--- config.mk ---
export PLATFORM = sky130hd
export DESIGN_NAME = mem_dump_ctrl
export DESIGN_NICKNAME = d
export VERILOG_FILES = /design/src/rtl/mem_dump_ctrl.sv
export SDC_FILE = /design/constraint.sdc
export NUM_CORES = 1
export LEC_CHECK = 0
export CAP_MARGIN = 30
export CORE_ASPECT_RATIO = 0.9
export CORE_MARGIN = 2
export CORE_UTILIZATION = 41
export CTS_BUF_LIST = sky130_fd_sc_hd__clkbuf_4 sky130_fd_sc_hd__clkbuf_8
export DETAILED_ROUTE_END_ITERATION = 10
export PLACE_DENSITY = 0.77
export SKIP_LAST_GASP = 1
export SYNTH_ARGS = -nofsm -noshare
export SYNTH_HDL_FRONTEND = slang
export SYNTH_SLANG_ARGS = --single-unit
--- constraint.sdc ---
create_clock -name clock_i -period 1.65 [get_ports clock_i]
set_input_delay 0.33 -clock clock_i [delete_from_list [all_inputs] [get_ports clock_i]]
set_output_delay 0.33 -clock clock_i [all_outputs]
set_load 0.005 [all_outputs]
--- src/rtl/mem_dump_ctrl.sv ---
// rtl/mem_dump_ctrl.sv - data-memory dump sequencer streaming words MSB-byte first; `DUMP_CHECKSUM_EN adds a trailing XOR byte
`timescale 1ns/1ps
module mem_dump_ctrl #(
    parameter int NB_DATA   = 32,
    parameter int NB_ADDR   = 7,
    parameter int NUM_WORDS = 128,
    parameter int READ_LAT  = 1
) (
    input  logic               clock_i,
    input  logic               reset_i,
    input  logic               start_dump_i,
    input  logic               pipeline_halted_i,
    input  logic [NB_DATA-1:0] data_read_i,
    input  logic               tx_ready_i,
    output logic               select_debug_o,
    output logic [NB_ADDR-1:0] addr_mem_debug_o,
    output logic               en_mem_o,
    output logic [7:0]         tx_byte_o,
    output logic               tx_valid_o,
    output logic               busy_o,
    output logic               done_o
);

    localparam int NB_BYTES = NB_DATA / 8;
    localparam int BI_W     = (NB_BYTES > 1) ? $clog2(NB_BYTES) : 1;

    localparam logic [2:0] ST_IDLE = 3'd0;
    localparam logic [2:0] ST_READ = 3'd1;
    localparam logic [2:0] ST_WAIT = 3'd2;
    localparam logic [2:0] ST_SEND = 3'd3;
    localparam logic [2:0] ST_NEXT = 3'd4;
`ifdef DUMP_CHECKSUM_EN
    localparam logic [2:0] ST_CSUM = 3'd5;
`endif

    // One extra address bit so NUM_WORDS = 2^NB_ADDR ends at the top address without wrapping
    localparam logic [NB_ADDR:0] LAST_ADDR = (NB_ADDR+1)'(NUM_WORDS - 1);
    localparam logic [NB_ADDR:0] ADDR_ONE  = (NB_ADDR+1)'(1);
    localparam logic [1:0]       LAT_INIT  = 2'(READ_LAT - 1);
    localparam logic [BI_W-1:0]  LAST_BYTE = BI_W'(NB_BYTES - 1);
    localparam logic [BI_W-1:0]  BYTE_ONE  = BI_W'(1);

    logic [2:0]         state_q, state_d;
    logic [NB_ADDR:0]   addr_q, addr_d;
    logic [BI_W-1:0]    byte_idx_q, byte_idx_d;
    logic [1:0]         lat_cnt_q, lat_cnt_d;
    logic [NB_DATA-1:0] word_q, word_d;
`ifdef DUMP_CHECKSUM_EN
    logic [7:0]         csum_q, csum_d;
`endif
    logic               own_mem;

    // Register update with synchronous reset; reset aborts any dump in flight
    always_ff @(posedge clock_i) begin
        if (reset_i) begin
            state_q    <= ST_IDLE;
            addr_q     <= '0;
            byte_idx_q <= '0;
            lat_cnt_q  <= '0;
            word_q     <= '0;
`ifdef DUMP_CHECKSUM_EN
            csum_q     <= '0;
`endif
        end else begin
            state_q    <= state_d;
            addr_q     <= addr_d;
            byte_idx_q <= byte_idx_d;
            lat_cnt_q  <= lat_cnt_d;
            word_q     <= word_d;
`ifdef DUMP_CHECKSUM_EN
            csum_q     <= csum_d;
`endif
        end
    end

    // Sequencer: read a word, wait out memory latency, shift bytes out, advance
    always_comb begin
        state_d    = state_q;
        addr_d     = addr_q;
        byte_idx_d = byte_idx_q;
        lat_cnt_d  = lat_cnt_q;
        word_d     = word_q;
`ifdef DUMP_CHECKSUM_EN
        csum_d     = csum_q;
`endif
        case (state_q)
            ST_IDLE: begin
                if (start_dump_i && pipeline_halted_i) begin
                    state_d = ST_READ;
                    addr_d  = '0;
`ifdef DUMP_CHECKSUM_EN
                    csum_d  = '0;
`endif
                end
            end
            ST_READ: begin
                lat_cnt_d = LAT_INIT;
                state_d   = ST_WAIT;
            end
            ST_WAIT: begin
                if (lat_cnt_q == 2'd0) begin
                    word_d     = data_read_i;
                    byte_idx_d = '0;
                    state_d    = ST_SEND;
                end else begin
                    lat_cnt_d = lat_cnt_q - 2'd1;
                end
            end
            ST_SEND: begin
                // tx_valid_o is high throughout SEND, so ready alone marks acceptance
                if (tx_ready_i) begin
                    word_d = word_q << 8;
`ifdef DUMP_CHECKSUM_EN
                    csum_d = csum_q ^ word_q[NB_DATA-1 -: 8];
`endif
                    if (byte_idx_q == LAST_BYTE) begin
                        state_d = ST_NEXT;
                    end else begin
                        byte_idx_d = byte_idx_q + BYTE_ONE;
                    end
                end
            end
            ST_NEXT: begin
                if (addr_q == LAST_ADDR) begin
                    addr_d = '0;
`ifdef DUMP_CHECKSUM_EN
                    state_d = ST_CSUM;
`else
                    state_d = ST_IDLE;
`endif
                end else begin
                    addr_d  = addr_q + ADDR_ONE;
                    state_d = ST_READ;
                end
            end
`ifdef DUMP_CHECKSUM_EN
            ST_CSUM: begin
                if (tx_ready_i) begin
                    state_d = ST_IDLE;
                end
            end
`endif
            default: state_d = ST_IDLE;
        endcase
    end

    // Output decode straight from state so reset clears every output on the same edge
    always_comb begin
        own_mem          = (state_q == ST_READ) || (state_q == ST_WAIT) ||
                           (state_q == ST_SEND) || (state_q == ST_NEXT);
        select_debug_o   = own_mem;
        en_mem_o         = own_mem;
        addr_mem_debug_o = own_mem ? addr_q[NB_ADDR-1:0] : '0;
        busy_o           = (state_q != ST_IDLE);
        tx_valid_o       = (state_q == ST_SEND);
        tx_byte_o        = (state_q == ST_SEND) ? word_q[NB_DATA-1 -: 8] : 8'h00;
`ifdef DUMP_CHECKSUM_EN
        if (state_q == ST_CSUM) begin
            tx_valid_o = 1'b1;
            tx_byte_o  = csum_q;
        end
        done_o           = (state_q == ST_CSUM) && tx_ready_i;
`else
        done_o           = (state_q == ST_NEXT) && (addr_q == LAST_ADDR);
`endif
    end

endmodule

==> summary.txt, run 1 <==
STA
  – Slew @ Worst Pin: 0.465 ns
  – Post-route setup TNS: -4.35 ns
  – Final setup viols: 49
  – Post-route setup slack: -0.212 ns
  – Clock Skew: 0.00704 ns
  – Fin crit share: 113%
  – Fin. max-slew vios: 0
  – Final hold vios: 0
  – Worst slew margin: 69.0%
  – FMAX: 537 MHz
  – RSZ-0062 raised after global routing: yes
  – Period minus WS final: 1.86 ns

Final layout
  – Final Instance Area: 0.00406 sq mm
  – Final #Nets: 435
  – Share of layout cells above drive strength 1: a little under half
  – Layout area overhead: 70.8%
  – N_diodes: 0

Synthesis
  – Distinct cell type count after synthesis: 44
  – Syn Inst Count: 280
  – Synth top area share: around 40%
  – Mapped Area: 0.00238 sq mm
  – Yosys warnings: 0
  – Dominant cells by area after synthesis: dfxtp_1, a311oi_2, nand2_1, nor2_1, and2_1
  – Net Count, Synth: 320
  – Most used DFF post-synth: dfxtp_1
  – Top-count cell post-synth: nand2_1
  – Yosys top cell by area: dfxtp_1
  – Top post-synthesis cells by count: nand2_1, nor2_1, dfxtp_1
  – #FFs+latches synth: 47
  – Mean Syn Cell Area: 8.50 sq um
  – Number of synthesized flops with an enable pin: 0
  – Register area share after synthesis: 39.5%
  – Async set-reset flop share out of synthesis: 0%

Setup path
  – Crit path to: addr_mem_debug_o[3]
  – Flop-to-flop setup slack: -0.18 ns
  – Crit path launch type: flop
  – R2r endpoint: word_q[22]
  – Worst r2r src: state_q[1]
  – Critical path type: flop to primary output
  – CP endpoint kind: primary output
  – R2R depth: 8
  – Crit path from: state_q[0]
  – Worst EP required: 1.32 ns
  – WP data arrival: 1.53 ns
  – Crit Path Max Fanout: 3

Clocking
  – Sink Count: 47
  – CTS HTree Levels: 2
  – CTS Buffer Depth: 2
  – Total CTS buffers: 5
  – CTS Hold Bufs: 0
  – CTS tree: yes
  – Clock slew at reported path FFs: 0.09 ns
  – Clock Latency Late Sink: 0.30 ns
  – Root Buffer: clkbuf_8

Placement
  – Hpwl dp: 4160 um
  – Port buffer count: 56
  – Post-place instance area: 0.00320 sq mm
  – Placer Congestion: 0.798

GRT
  – Largest net degree at the start of global routing: 29
  – Grt total ovfl: 0
  – Wire length of the first global-routing pass: between 10000 and 15000 um
  – Gr usage total: 24.7%
  – Initial antenna violation count: 0
  – Vias in the first global route: 2606

Floorplan
  – Core Rows: 26
  – Total die area: ~0.0064 sq mm
  – Top Ports: 57
  – Die Wd: approximately 84 um
  – Placeable Area: 0.00563 sq mm
  – Die height: about 76 um
  – Starting Density: 42.3%

Detailed routing
  – DRC: 0
  – DR vias/cell: 5.73
  – Final wirelength: 8690 um
  – Vias after detailed routing: 2668
  – ANT nets after route: 0
  – Mean routed wirelength per cell: 18.7 um
  – TritonRoute pass-1 iters: 4
  – 1st-iter DRT viols: 170

Status
  – Violated checks: negative setup slack
  – Outcome: finished with violations

Pwr
  – Pwr per Cell Area: 819 mW/mm^2
  – Leakage: 0.00167 uW
  – Pwr Total: 3330 uW
  – Worst VDD drop: 461 uV

Job
  – Max Cap Violations: 0

Min path
  – Min-Delay Path Class: input port to flop
-- worst min path at each step --
stage                   from       endpoint  slack (ns)  cells past startpoint
6_report             reset_i      word_q[1]        0.48                      3
5_1_grt              reset_i      addr_q[6]        0.48                      3
4_1_cts              reset_i      addr_q[6]        0.47                      3
3_5_place_dp      word_q[17]     word_q[25]        0.47                      2
3_3_place_gp   byte_idx_q[1]  byte_idx_q[1]        0.46                      2
2_1_floorplan  byte_idx_q[1]  byte_idx_q[1]        0.45                      2
-- cell usage in the layout, fill, tap and decap left out, types with 2 or more instances in the layout --
cell / n
a211oi_1: 2
a21o_1: 3
a21o_4: 2
a21oi_1: 6
a22o_1: 2
a22oi_1: 3
a22oi_2: 8
a311oi_1: 2
a311oi_2: 21
and2_1: 3
and2_4: 12
buf_12: 6
buf_16: 3
buf_2: 7
buf_4: 40
buf_6: 32
buf_8: 3
clkbuf_2: 2
clkbuf_8: 6
clkdlybuf4s50_1: 35
clkinvlp_4: 2
dfxtp_1: 42
dfxtp_2: 3
dfxtp_4: 2
ha_1: 2
inv_1: 2
nand2_1: 53
nand2b_1: 3
nand3_1: 4
nand4_1: 3
nor2_1: 25
nor2_2: 10
nor2_4: 13
nor3_1: 2
o21ai_0: 2
or3_1: 2
-- state kept, by name, indices dropped and copies added (netlist names) --
register,cells
state_q,3
addr_q,8
word_q,32
byte_idx_q,2
lat_cnt_q,2
-- cells by family after synthesis --
family	count (synthesis)	synth area share, %
flops	47	39.5
simple gates	140	26.9
buf+inv	25	5.41
mux	1	0.421
compound gates	61	25.1
xor+xnor	3	1.10
fa+ha+maj	3	1.58
-- timing repair --
item / in CTS / in global routing
setup buffers: 24 / 13
setup endpoints to repair: 52 / 58
gates resized for setup: 139 / 69
gates cloned: 8 / 0
pin swaps: 21 / 22
-- cell type report --
type / instances / area [sq um]
tap: 70 / 87.6
clock inverter: 2 / 16.3
multi-input combinational: 209 / 1600
fill: 366 / 1560
clock buffer: 6 / 82.6
sequential: 47 / 952
inverter: 3 / 18.8
timing repair inverter: 1 / 7.51
timing repair buffer: 128 / 1300
-- where the power goes --
part           internal (uW)  switching [uW]  leakage, uW
clock network            343             414    0.0000474
logic                    672             552      0.00124
registers               1240             104     0.000386
total                   2260            1070      0.00167
-- worst max-delay path, stage by stage (launching register included) --
cell	delay, ns
dfxtp_2	0.35
buf_6	0.12
nor2_4	0.13
xnor2_2	0.15
buf_4	0.18
buf_6	0.10
and2_4	0.12
buf_6	0.08
-- per-stage QoR --
step                      cells  utilization, %  setup slack [ns]  hold slack, ns
after CTS                   458            67.3            -0.180           0.472
after floorplan             280               -            0.0211           0.450
after global routing        466            72.2            -0.236           0.484
after global placement      419            56.8            -0.206           0.457
final                       466            72.2            -0.212           0.480
after detailed placement    419            56.8            -0.330           0.472
-- routing by layer --
layer | vias up | GRT usage [%] | share of wire [%]
met5 | - | 0 | 0
met4 | 0 | 13.2 | 3.9
met3 | 30 | 4.55 | 5.2
met2 | 131 | 41.6 | 50
met1 | 1279 | 29.6 | 41
li1 | 1228 | - | -
Power figures use the tool's default switching activity.
==> run 2, diff against run 1 <==
--- a/config.mk
+++ b/config.mk
@@ -13,6 +13,7 @@
 export DETAILED_ROUTE_END_ITERATION = 10
 export PLACE_DENSITY = 0.77
 export SKIP_LAST_GASP = 1
+export SLEW_MARGIN = 5
 export SYNTH_ARGS = -nofsm -noshare
 export SYNTH_HDL_FRONTEND = slang
 export SYNTH_SLANG_ARGS = --single-unit
==> results of run 2 <==
Final layout, timing and power as in run 1 (identical DEF).
==> run 3, diff against run 2 <==
--- a/config.mk
+++ b/config.mk
@@ -8,12 +8,13 @@
 export CAP_MARGIN = 30
 export CORE_ASPECT_RATIO = 0.9
 export CORE_MARGIN = 2
-export CORE_UTILIZATION = 41
+export CORE_UTILIZATION = 45
 export CTS_BUF_LIST = sky130_fd_sc_hd__clkbuf_4 sky130_fd_sc_hd__clkbuf_8
 export DETAILED_ROUTE_END_ITERATION = 10
-export PLACE_DENSITY = 0.77
+export PLACE_DENSITY = 0.82
 export SKIP_LAST_GASP = 1
 export SLEW_MARGIN = 5
 export SYNTH_ARGS = -nofsm -noshare
 export SYNTH_HDL_FRONTEND = slang
 export SYNTH_SLANG_ARGS = --single-unit
+export TNS_END_PERCENT = 50
==> run 3 against run 2 <==
Effect of this change: the run still ends with negative setup slack left; largest power group unchanged; routed wire length fell by 19%; power fell by 10%; count of clock-buffer cells in the layout did not move; combinational power fell by 20%; critical path type unchanged; setup slack improved by 0.082 ns; clock power fell by 8.2%; sequential share of layout area rose by 2.7 points; sequential cell count did not move; via count fell by 9.0%; register-to-register slack improved by 0.05 ns; fmax rose by 4.6%.
==> summary.txt, run 3 (synthesis results as in run 1) <==
Clocking
  – CTS tree: yes
  – Sink Count: 47
  – Total CTS buffers: 5
  – CTS Buffer Depth: 2
  – CTS HTree Levels: 2
  – Root Buffer: clkbuf_8
  – Clock slew at reported path FFs: 0.08 ns
  – Clock Latency Late Sink: 0.30 ns
  – CTS Hold Bufs: 0

Setup path
  – CP endpoint kind: primary output
  – Max stage delay on crit path: 0.37 ns
  – Critical path type: flop to primary output
  – Crit path launch type: flop
  – Delay-heaviest family, CP: buffers and inverters
  – R2r endpoint: word_q[22]
  – R2R depth: 8
  – Worst r2r src: state_q[0]
  – WP data arrival: approximately 1.5 ns
  – Crit path top cell by count: buf_6
  – Flop-to-flop setup slack: -0.13 ns
  – Cell Chain, Critical Path: buf_6 -> nand3b_4 -> clkinvlp_4 -> buf_6 -> and2_4 -> buf_6
  – Slowest CP cell: dfxtp_4
  – Worst EP required: 1.32 ns
  – Crit Path Max Fanout: 4
  – WP buf/inv: 4

STA
  – RSZ-0062 raised after global routing: yes
  – Post-route setup slack: -0.130 ns
  – Fin crit share: 108%
  – Worst slew margin: 73.8%
  – Clock Skew: 0.00483 ns
  – Fin. max-slew vios: 0
  – FMAX: approximately 560 MHz
  – Final setup viols: 42
  – Slew @ Worst Pin: about 0.38 ns
  – Final hold vios: 0
  – Period minus WS final: 1.78 ns

Detailed routing
  – TritonRoute pass-1 iters: 4
  – DR vias/cell: 5.42
  – Mean routed wirelength per cell: 15.7 um
  – ANT nets after route: 0
  – 1st-iter DRT viols: roughly 170
  – Final wirelength: 7050 um
  – DRC: 0
  – Vias after detailed routing: 2427

Final layout
  – Largest registers: word_q (32), addr_q (8), state_q (3)
  – N_diodes: 0
  – Final #Nets: 420
  – Max FFs per register: 32
  – Layout area overhead: 53.4%
  – Non-Filler Instances: 448
  – Fillers: 373
  – Final Util: 70.7%
  – Commonest non-fill, non-tap cells in the layout: nand2_1, dfxtp_1, buf_4
  – Share of layout cells above drive strength 1: 38.6%
  – Commonest non-fill, non-tap cell in the layout: nand2_1
  – Top reg by flops: word_q

Floorplan
  – Core Rows: 25
  – Starting Density: 46.1%
  – Total die area: 0.00589 sq mm
  – Placeable Area: between 0.005 and 0.006 sq mm
  – Top Ports: 57
  – Die Wd: around 81 um
  – Die height: 73.0 um

Placement
  – Hpwl dp: 3990 um
  – Placed Instances: 416
  – Port buffer count: 56
  – Placer Congestion: 0.828
  – Place WS: -0.256 ns

GRT
  – Initial antenna violation count: 0
  – Wire length of the first global-routing pass: roughly 11000 um
  – Gr usage total: between 20% and 30%
  – Grt total ovfl: 0
  – Largest net degree at the start of global routing: 27
  – Vias in the first global route: approximately 2300

Status
  – Violated checks: negative setup slack
  – Outcome: finished with violations

Min path
  – Hold Crit Endpoint: addr_q[2]
  – Cell depth of the worst min-delay path: 2
  – Min-Delay Path Class: input port to flop
  – Hold_sp: reset_i

Pwr
  – Worst VDD drop: approximately 450 uV
  – Leakage: 0.00151 uW
  – Pwr Total: 2990 uW
  – Pwr per Cell Area: 820 mW/mm^2

Job
  – Max Cap Violations: 0
## run 3: cell types whose count changed in the layout (fill, tap and decap cells not counted), sizes merged
cell / before / now
a21o: 5 / 4
clkbuf: 8 / 9
buf: 91 / 76
## run 3: worst max path at each step
stage                     slack, ns  depth (start not counted)          from                  end
final                         -0.13                          6    state_q[0]         tx_byte_o[3]
after global routing          -0.16                          8    state_q[0]           word_q[22]
after CTS                     -0.17                          5    state_q[1]               busy_o
after detailed placement      -0.26                          4    state_q[1]  addr_mem_debug_o[5]
after global placement        -0.14                          4    state_q[0]  addr_mem_debug_o[6]
after floorplan                0.02                          8  lat_cnt_q[0]           word_q[15]
## run 3: area by class of cell
class | count | area [sq um] | area share (%)
multi-input cells | 208 | 1440 | 39.4
repair buffers | 114 | 1060 | 29.1
flip-flops and latches | 47 | 952 | 26.1
well taps | 67 | 83.8 | 2.30
clock buffers | 6 | 76.3 | 2.09
inverters | 3 | 16.3 | 0.446
clock inverters | 2 | 12.5 | 0.343
repair inverters | 1 | 7.51 | 0.206
## run 3: metal layers
metal | vias up | GRT usage [%] | part of all wire (%)
met5 | - | 0 | 0
met4 | 0 | 6.78 | 1.6
met3 | 12 | 3.96 | 4.5
met2 | 53 | 39.5 | 51
met1 | 1171 | 30.2 | 43
li1 | 1191 | - | -
## run 3: power by group
part | total, uW | switching [uW] | internal [uW]
combinational | 979 | 444 | 535
sequential | 1320 | 77.4 | 1240
clock | 695 | 382 | 313
total | 2990 | 904 | 2090
## run 3: metrics by stage
stage	TNS (ns)	cell area (sq um)	hold slack (ns)
after floorplan	0	2380	0.450
after global placement	-3.00	3190	0.458
after detailed placement	-5.06	3190	0.469
after CTS	-1.56	3480	0.303
after global routing	-5.00	3650	0.318
final	-2.46	3650	0.315
## run 3: timing repair
| item | 4_1_cts | 5_1_grt |
|---|---|---|
| endpoints found under the setup margin | 45 | 53 |
| gates resized for setup | 119 | 24 |
| pin swaps | 12 | 9 |
| gates cloned | 3 | 2 |
| buffers inserted | 15 | 7 |
